==> config.mk <==
export PLATFORM = sky130hd
export DESIGN_NAME = muller_c_arbiter
export DESIGN_NICKNAME = d
export VERILOG_FILES = /design/src/rtl/muller_c_arbiter.sv
export SDC_FILE = /design/constraint.sdc
export NUM_CORES = 1
export LEC_CHECK = 0
export BUFFER_PORTS_ARGS = -buffer_cell sky130_fd_sc_hd__buf_2
export CAP_MARGIN = 15
export CORE_AREA = 2 2 65 55
export DETAILED_ROUTE_END_ITERATION = 8
export DIE_AREA = 0 0 67 57
export HOLD_SLACK_MARGIN = 0.1
export PLACE_DENSITY = 0.7
export RECOVER_POWER = 25
export SYNTH_ARGS = -nofsm -noshare
export SYNTH_HDL_FRONTEND = slang
export SYNTH_SLANG_ARGS = --single-unit
==> constraint.sdc <==
create_clock -name clock -period 2.2 [get_ports clock]
set_clock_uncertainty 0.1 [all_clocks]
set_input_delay 0.22 -clock clock [delete_from_list [all_inputs] [get_ports clock]]
set_output_delay 0.22 -clock clock [all_outputs]
set_load 0.005 [all_outputs]
==> src/rtl/muller_c_arbiter.sv <==
// rtl/muller_c_arbiter.sv - round-robin test controller for a shared Muller C-element
//
// Shares one asynchronous C-element between NUM_REQ requesters. Each grant
// runs one 4-phase cycle on the element: raise a/b, wait for q high, drop
// a/b, wait for q low. The requester then gets a done or err pulse.
//
// Optional feature macro: MULLER_C_ARB_STATS_EN (adds stat_ok / stat_err).
//
// Ports:
//   clock     in   system clock
//   reset     in   synchronous, active-high reset
//   req       in   [NUM_REQ]  level requests, held until done/err
//   skew      in   [NUM_REQ]  1 = drive a one cycle before b for that requester
//   gnt       out  [NUM_REQ]  one-hot grant, held for the whole transaction
//   done      out  [NUM_REQ]  one-cycle pulse, transaction completed
//   err       out  [NUM_REQ]  one-cycle pulse, transaction timed out
//   busy      out  high whenever the FSM is not idle
//   c_a, c_b  out  registered drives of C-element inputs a and b
//   c_q       in   C-element output, asynchronous to clock
//   stat_ok   out  [16] saturating count of done pulses (stats build only)
//   stat_err  out  [16] saturating count of err pulses (stats build only)

module muller_c_arbiter #(
   parameter int NUM_REQ     = 4,
   parameter int TIMEOUT_W   = 8,
   parameter int TIMEOUT_CYC = 200,
   parameter int SYNC_STAGES = 2
) (
   input  logic               clock,
   input  logic               reset,
   input  logic [NUM_REQ-1:0] req,
   input  logic [NUM_REQ-1:0] skew,
   output logic [NUM_REQ-1:0] gnt,
   output logic [NUM_REQ-1:0] done,
   output logic [NUM_REQ-1:0] err,
   output logic               busy,
   output logic               c_a,
   output logic               c_b,
   input  logic               c_q
`ifdef MULLER_C_ARB_STATS_EN
   ,
   output logic [15:0]        stat_ok,
   output logic [15:0]        stat_err
`endif
);

   localparam int IDX_W = (NUM_REQ > 1) ? $clog2(NUM_REQ) : 1;
   localparam int IW1   = IDX_W + 1;

   localparam logic [TIMEOUT_W-1:0] TO_LAST = TIMEOUT_W'(TIMEOUT_CYC - 1);

   localparam logic [2:0] S_IDLE    = 3'd0;
   localparam logic [2:0] S_ARM_A   = 3'd1;
   localparam logic [2:0] S_ARM_B   = 3'd2;
   localparam logic [2:0] S_WAIT_HI = 3'd3;
   localparam logic [2:0] S_RELEASE = 3'd4;
   localparam logic [2:0] S_WAIT_LO = 3'd5;
   localparam logic [2:0] S_FINISH  = 3'd6;

   logic [2:0]             state;
   logic [IDX_W-1:0]       ptr;
   logic [IDX_W-1:0]       winner;
   logic [TIMEOUT_W-1:0]   count;
   logic                   err_flag;
   logic [SYNC_STAGES-1:0] sync_q;
   logic                   q_s;

   logic                   pick_found;
   logic [IDX_W-1:0]       pick_idx;
   logic [IW1-1:0]         cand;
   logic [IW1-1:0]         wsum;
   logic [IDX_W-1:0]       ptr_next;

   // c_q is asynchronous; only the last synchronizer stage is ever used.
   always_ff @(posedge clock) begin
      if (reset) begin
         sync_q <= '0;
      end else begin
         sync_q <= {sync_q[SYNC_STAGES-2:0], c_q};
      end
   end

   assign q_s  = sync_q[SYNC_STAGES-1];
   assign busy = (state != S_IDLE);

   // First set request at or after ptr, wrapping around.
   always_comb begin
      pick_found = 1'b0;
      pick_idx   = '0;
      cand       = '0;
      for (int i = 0; i < NUM_REQ; i++) begin
         cand = {1'b0, ptr} + IW1'(i);
         if (cand >= IW1'(NUM_REQ)) begin
            cand = cand - IW1'(NUM_REQ);
         end
         if (!pick_found && req[cand[IDX_W-1:0]]) begin
            pick_found = 1'b1;
            pick_idx   = cand[IDX_W-1:0];
         end
      end
   end

   always_comb begin
      wsum = {1'b0, winner} + IW1'(1);
      if (wsum >= IW1'(NUM_REQ)) begin
         wsum = '0;
      end
      ptr_next = wsum[IDX_W-1:0];
   end

   always_ff @(posedge clock) begin
      if (reset) begin
         state    <= S_IDLE;
         ptr      <= '0;
         winner   <= '0;
         count    <= '0;
         err_flag <= 1'b0;
         gnt      <= '0;
         done     <= '0;
         err      <= '0;
         c_a      <= 1'b0;
         c_b      <= 1'b0;
      end else begin
         done <= '0;
         err  <= '0;
         // Element drives follow the current state through a register, so
         // a/b change one cycle after the state that commands them.
         c_a  <= (state == S_ARM_A) || (state == S_ARM_B) || (state == S_WAIT_HI);
         c_b  <= (state == S_ARM_B) || (state == S_WAIT_HI);

         case (state)
            S_IDLE: begin
               if (pick_found) begin
                  winner <= pick_idx;
                  gnt    <= NUM_REQ'(1) << pick_idx;
                  state  <= skew[pick_idx] ? S_ARM_A : S_ARM_B;
               end
            end
            S_ARM_A: begin
               state <= S_ARM_B;
            end
            S_ARM_B: begin
               count <= '0;
               state <= S_WAIT_HI;
            end
            S_WAIT_HI: begin
               if (q_s) begin
                  state <= S_RELEASE;
               end else if (count == TO_LAST) begin
                  err_flag <= 1'b1;
                  state    <= S_RELEASE;
               end else if (count != '1) begin
                  count <= count + TIMEOUT_W'(1);
               end
            end
            S_RELEASE: begin
               count <= '0;
               state <= S_WAIT_LO;
            end
            S_WAIT_LO: begin
               // The status pulse is launched on entry to FINISH so it is
               // visible while FINISH is the current state.
               if (!q_s) begin
                  state <= S_FINISH;
                  if (err_flag) begin
                     err[winner] <= 1'b1;
                  end else begin
                     done[winner] <= 1'b1;
                  end
               end else if (count == TO_LAST) begin
                  err_flag    <= 1'b1;
                  err[winner] <= 1'b1;
                  state       <= S_FINISH;
               end else if (count != '1) begin
                  count <= count + TIMEOUT_W'(1);
               end
            end
            S_FINISH: begin
               gnt      <= '0;
               err_flag <= 1'b0;
               ptr      <= ptr_next;
               state    <= S_IDLE;
            end
            default: begin
               gnt   <= '0;
               state <= S_IDLE;
            end
         endcase
      end
   end

`ifdef MULLER_C_ARB_STATS_EN
   always_ff @(posedge clock) begin
      if (reset) begin
         stat_ok  <= '0;
         stat_err <= '0;
      end else begin
         if (|done && stat_ok != 16'hFFFF) begin
            stat_ok <= stat_ok + 16'd1;
         end
         if (|err && stat_err != 16'hFFFF) begin
            stat_err <= stat_err + 16'd1;
         end
      end
   end
`endif

endmodule
=== Word level (Yosys, flattened, before mapping) ===
Cells that the tools add are included.

* Bits in registers: 32
* Bits in latches: 0
* RAM bits: 0
* ROM bits: 0
* Input bits: 11
* Output and inout port bits: 15
* Word-level logic and storage cells: 117
* Memories: 0

* $add $sub $neg: 9
* Multipliers: 0
* Divide/modulo/power cells: 0
* Order comparisons: 12
* Equal/unequal tests: 13
* Shifts and indexed selects: 1
* Multiplexer cells: 46
* Bitwise logic cells: 2
* Reduce and logical (&&, ||, !) cells: 23

{| class="wikitable"
|+ Operators with widths
! cell !! number
|-
| two-way mux 8 bit || 4
|-
| case mux 8 bit (3 select lines) || 1
|-
| two-way mux 2 bit || 10
|-
| < comparator 2 x 3 -> 1 bit (second input constant) || 6
|-
| case mux 3 bit (6 select lines) || 1
|-
| two-way mux 4 bit || 4
|-
| two-way mux 3 bit || 5
|-
| two-way mux 1 bit || 13
|-
| greater-or-equal comparator 3 bit (second input constant) || 4
|-
| binary-select mux 1 bit (select 2 bit) || 5
|-
| == test 3 bit (second input constant) || 3
|-
| AND reduction 3 bit || 3
|-
| nonzero test 3 bit || 3
|-
| adder 8 x 1 -> 8 bit (second input constant) || 1
|-
| == test 8 bit (second input constant) || 1
|-
| != test 8 bit (second input constant) || 1
|-
| case mux 4 bit (2 select lines) || 1
|-
| subtractor 2 x 1 -> 2 bit (second input constant) || 4
|-
| adder 2 x 1 -> 3 bit (second input constant) || 2
|-
| adder 2 x 2 -> 3 bit (second input constant) || 2
|-
| == test 3 x 2 -> 1 bit (second input constant) || 2
|-
| != test 2 bit (second input constant) || 3
|-
| OR reduction 5 bit || 1
|-
| logical AND 1 bit || 4
|-
| other kinds (15) || 22
|}

=== Logic depth before layout (Yosys ltp) ===
* Word-level depth: 19
* Depth in mapped cells: 6
* Mapped depth without buffers: 6

=== Worst setup path after synthesis ===
OpenSTA, ideal clock, no wires.

* Path type: register to register
* From: reg sync_q[1]
* To: reg count[5]
* Library setup time: 0.121 ns
* Data arrival time: 1.458 ns
* Data required time: 1.979 ns
* Setup slack: 0.521 ns
* Cell stages (with the launch flop): 7
* Path buffers: 1
* Clock period less this slack: 1.679 ns
* Cells stage by stage: dfxtp_1 -> clkbuf_1 -> and3b_1 -> o221ai_2 -> a2111oi_4 -> xnor2_1 -> nor2_1

* Word-level cells in the longest chain between the ends: 2
* Elaborated cells on any way between the ends: 3
* Classes of those cells: 2 x eq/ne; 1 x reduce/logical

{| class="wikitable"
|+ RTL lines
! element !! line !! text
|-
| from (decl) || 65 || <nowiki>logic [SYNC_STAGES-1:0] sync_q;</nowiki>
|-
| from (signal assigned) || 79 || <nowiki>sync_q <= {sync_q[SYNC_STAGES-2:0], c_q};</nowiki>
|-
| != test 2 bit (no line) || - ||
|-
| AND reduction 3 bit (no line) * || - ||
|-
| to (signal assigned) || 153 || <nowiki>count <= count + TIMEOUT_W'(1);</nowiki>
|-
| to (signal assigned) || 175 || <nowiki>count <= count + TIMEOUT_W'(1);</nowiki>
|-
| to (decl) || 63 || <nowiki>logic [TIMEOUT_W-1:0] count;</nowiki>
|}

Every way passes the cells marked *; elsewhere a longest branch is shown, timed or not.
A chain may end at the register's enable or synchronous reset.

=== Final worst setup path ===
* From: reg count[0]
* To: reg state[2]

* Word-level cells in the longest chain between the ends: 3
* Elaborated cells on any way between the ends: 4
* Classes of those cells: 3 x eq/ne; 1 x reduce/logical

{| class="wikitable"
|+ RTL lines
! element !! line !! text
|-
| == test 8 bit * || 149, 170 ||
|-
| != test 3 bit (no line) / != test 3 x 2 -> 1 bit (equally long branches) || - ||
|-
| AND reduction 3 bit (no line) * || - ||
|-
| to (signal assigned) || 136 || <nowiki>state <= skew[pick_idx] ? S_ARM_A : S_ARM_B;</nowiki>
|-
| to (decl) || 60 || <nowiki>logic [2:0] state;</nowiki>
|}

Marks and branches as above.

==> run_results.csv <==
group,metric,value,unit
status,outcome,"complete, no violations",
pwr,p_per_area,893,mW/mm²
timing,finalHoldViolCount,0,
route,drt_pass1_iterations,4,
synth,yosysSeqAreaShare,40.1,%
cells_and_area,layout.cells.most_common,"dfxtp_1",
synth,syn_avg_cell_area,8.77,µm²
worst_setup_path,cp-start-kind,"register",
timing,drv_slew,0,
route,routed_wl,3.25,mm
cts,h-tree-depth,2,
cts,cts_resized,0,
cts,cts.path.max_buffers,2,
timing,post-route-min-period,1.81,ns
placed_design,dp_hpwl,2.47,mm
cts,clock-sinks,32,
cts,clk_latency,0.28,ns
grt,grt_start_max_net_pins,18,
pwr,vdd_drop_max,534,µV
timing,grt_setup_unrepaired,"no",
synth,synthCells,182,
timing,finalSetupViolCount,0,
cells_and_area,final_cell_mix,"dfxtp_1 (32), nor2_1 (22), buf_2 (21)",
synth,synth_edf_count,0,
timing,finalCritPeriodShare,82.4,%
pwr,leakage,0.000727,µW
synth,ys_top_cells_by_area,"dfxtp_1 (40%), nor2_1 (5.2%), ha_1 (4.7%)",
synth,synthXorXnorAreaFrac,3.84,%
floorplan,pin_count,26,
synth,synth_top_area_share,40.1,%
worst_setup_path,required,2.31,ns
worst_setup_path,path_class,"register to register",
synth,synthArstFlopShare,0,%
synth,synth_simple_gate_area_share,26.8,%
timing,tns,0,ns
grt,grt_overflow,0,
synth,synth_compound_area_share,20.2,%
cts,tritoncts,"done",
worst_setup_path,crit_path_end_kind,"register",
route,num_vias,1378,
route,vias_per_cell,5.40,
worst_hold_path,hp-class,"input port to register",
floorplan,rows,19,
synth,ys_types,46,
cells_and_area,diodes,0,
route,ant_nets,0,
placed_design,dp_slack,0.381,ns
grt,antenna_found_initial,0,
grt,grt_use_total,18.9,%
synth,ys_warn_count,0,
route,route.detailed.drc,0,
synth,synth_nets,199,
synth,ys_ff_latch,32,
cells_and_area,fillers,323,
timing,tightestPinTransition,0.491,ns
pwr,power,1680,µW
synth,ys.flop_type,"dfxtp_1",
timing,fmax,552,MHz
cells_and_area,drive_gt1_share,17.8,%
worst_setup_path,rrSetupSlack,0.39,ns
grt,first_global_vias,1241,
floorplan,start_util,49.4,%
timing,maxSlewHeadroom,67.0,%
synth,synth_area,0.00160,mm²
placed_design,gp_congestion,0.866,
cells_and_area,syn2layout_area_growth,17.7,%
worst_setup_path,worstPathArrival,1.93,ns
run,maxCapViolCount,0,
route,routedWlPerCell,12.8,µm
synth,synth_top_family_by_area,"simple AND/OR/NAND/NOR gates",
cts,cts_root_buffer,"clkbuf_8",
route,first_iter_violations,84,
synth,synth_area_leader_cell,"dfxtp_1",
placed_design,placed_cells_incl_taps,246,
grt,grt_pass1_wl,5.53,mm
cells_and_area,nets,229,
worst_setup_path,cp_max_fo,7,
cts,clk_pin_slew,0.06,ns
cts,cts_buffers,5,
synth,synth.area.mux_share,1.25,%
synth,synthAdderAreaFrac,4.70,%
timing,layout_setup_ws,0.388,ns
floorplan,coreArea,0.00323,mm²
floorplan,die_x,67,µm
placed_design,numPortBuffers,25,
floorplan,die_h,57,µm
floorplan,die_area,0.00382,mm²
cells_and_area,stdcell_count,255,
metal layers:
layer	wire (µm)	vias up	track usage, %	share of wire [%]
li1	-	700	-	-
met1	1520	625	25.7	47
met2	1420	45	28.6	44
met3	257	8	4.93	7.9
met4	59	0	7.87	1.8
met5	0	-	0	0
kinds of logic after synthesis:
family,count (synthesis)
buffers and inverters,13
AND/OR/NAND/NOR,81
AO/OA/AOI/OAI,41
adder cells (fa/ha/maj),6
XOR/XNOR,7
flip-flops,32
multiplexers,2
what timing repair did:
item	4_1_cts	5_1_grt
endpoints found under the setup margin	0	0
hold buffers	1	0
endpoints found under the hold margin	1	0
buffers inserted	0	0
worst paths after layout:
kind | from | to | cells after the start
setup / recovery | count[0]$_SDFFE_PP0P_ | state[2]$_SDFFE_PP0P_ | 6
hold / removal | reset | winner[0]$_SDFFE_PP0P_ | 2
setup reg to reg | count[0]$_SDFFE_PP0P_ | state[2]$_SDFFE_PP0P_ | 6
hold reg to reg | sync_q[0]$_SDFF_PP0_ | sync_q[1]$_SDFF_PP0_ | 1
cell type report:
cell class                      count  area [µm²]  share of cell area [%]
Clock inverter                      2        35.0                    1.86
Tap cell                           42        52.6                    2.80
Sequential cell                    32         641                    34.1
Multi-Input combinational cell    137         907                    48.3
Timing Repair Buffer               27         138                    7.32
Clock buffer                        6        72.6                    3.86
Inverter                            9        33.8                    1.80
Yosys cell counts (all sizes together), types with 2 or more instances:
master / number
a2111oi: 2
a211oi: 2
a21oi: 14
and2: 9
clkbuf: 4
dfxtp: 32
ha: 6
inv: 9
mux2i: 2
nand2: 11
nand2b: 8
nand3: 10
nand3b: 2
nor2: 23
nor2b: 3
nor3: 4
nor3b: 2
o211ai: 2
o21ai: 7
or3: 3
xnor2: 7
power by group:
group	switching (µW)	internal (µW)	total, µW
registers	76.8	634	711
clock network	203	335	538
logic	247	182	429
per-stage QoR:
step	instance area, µm²	hold WS, ns	util [%]
2_1_floorplan	1600	0.192	-
3_3_place_gp	1770	0.333	54.6
3_5_place_dp	1770	0.340	54.6
4_1_cts	1880	0.200	58.3
5_1_grt	1880	0.226	58.1
6_report	1880	0.205	58.1
worst max-delay path, stage by stage, from the launching register on:
cell	delay (ns)
dfxtp_1	0.38
ha_1	0.20
nand4_1	0.22
nor2_2	0.31
nor2_1	0.06
or3_1	0.35
a21oi_1	0.14
state kept, by name, indices dropped and copies added (netlist names):
signal,cells
state,3
done,4
winner,2
count,8
ptr,2
err_flag,1
err,4
c_b,1
c_a,1
gnt,4
sync_q,2
(Power assumes the default switching activity.)
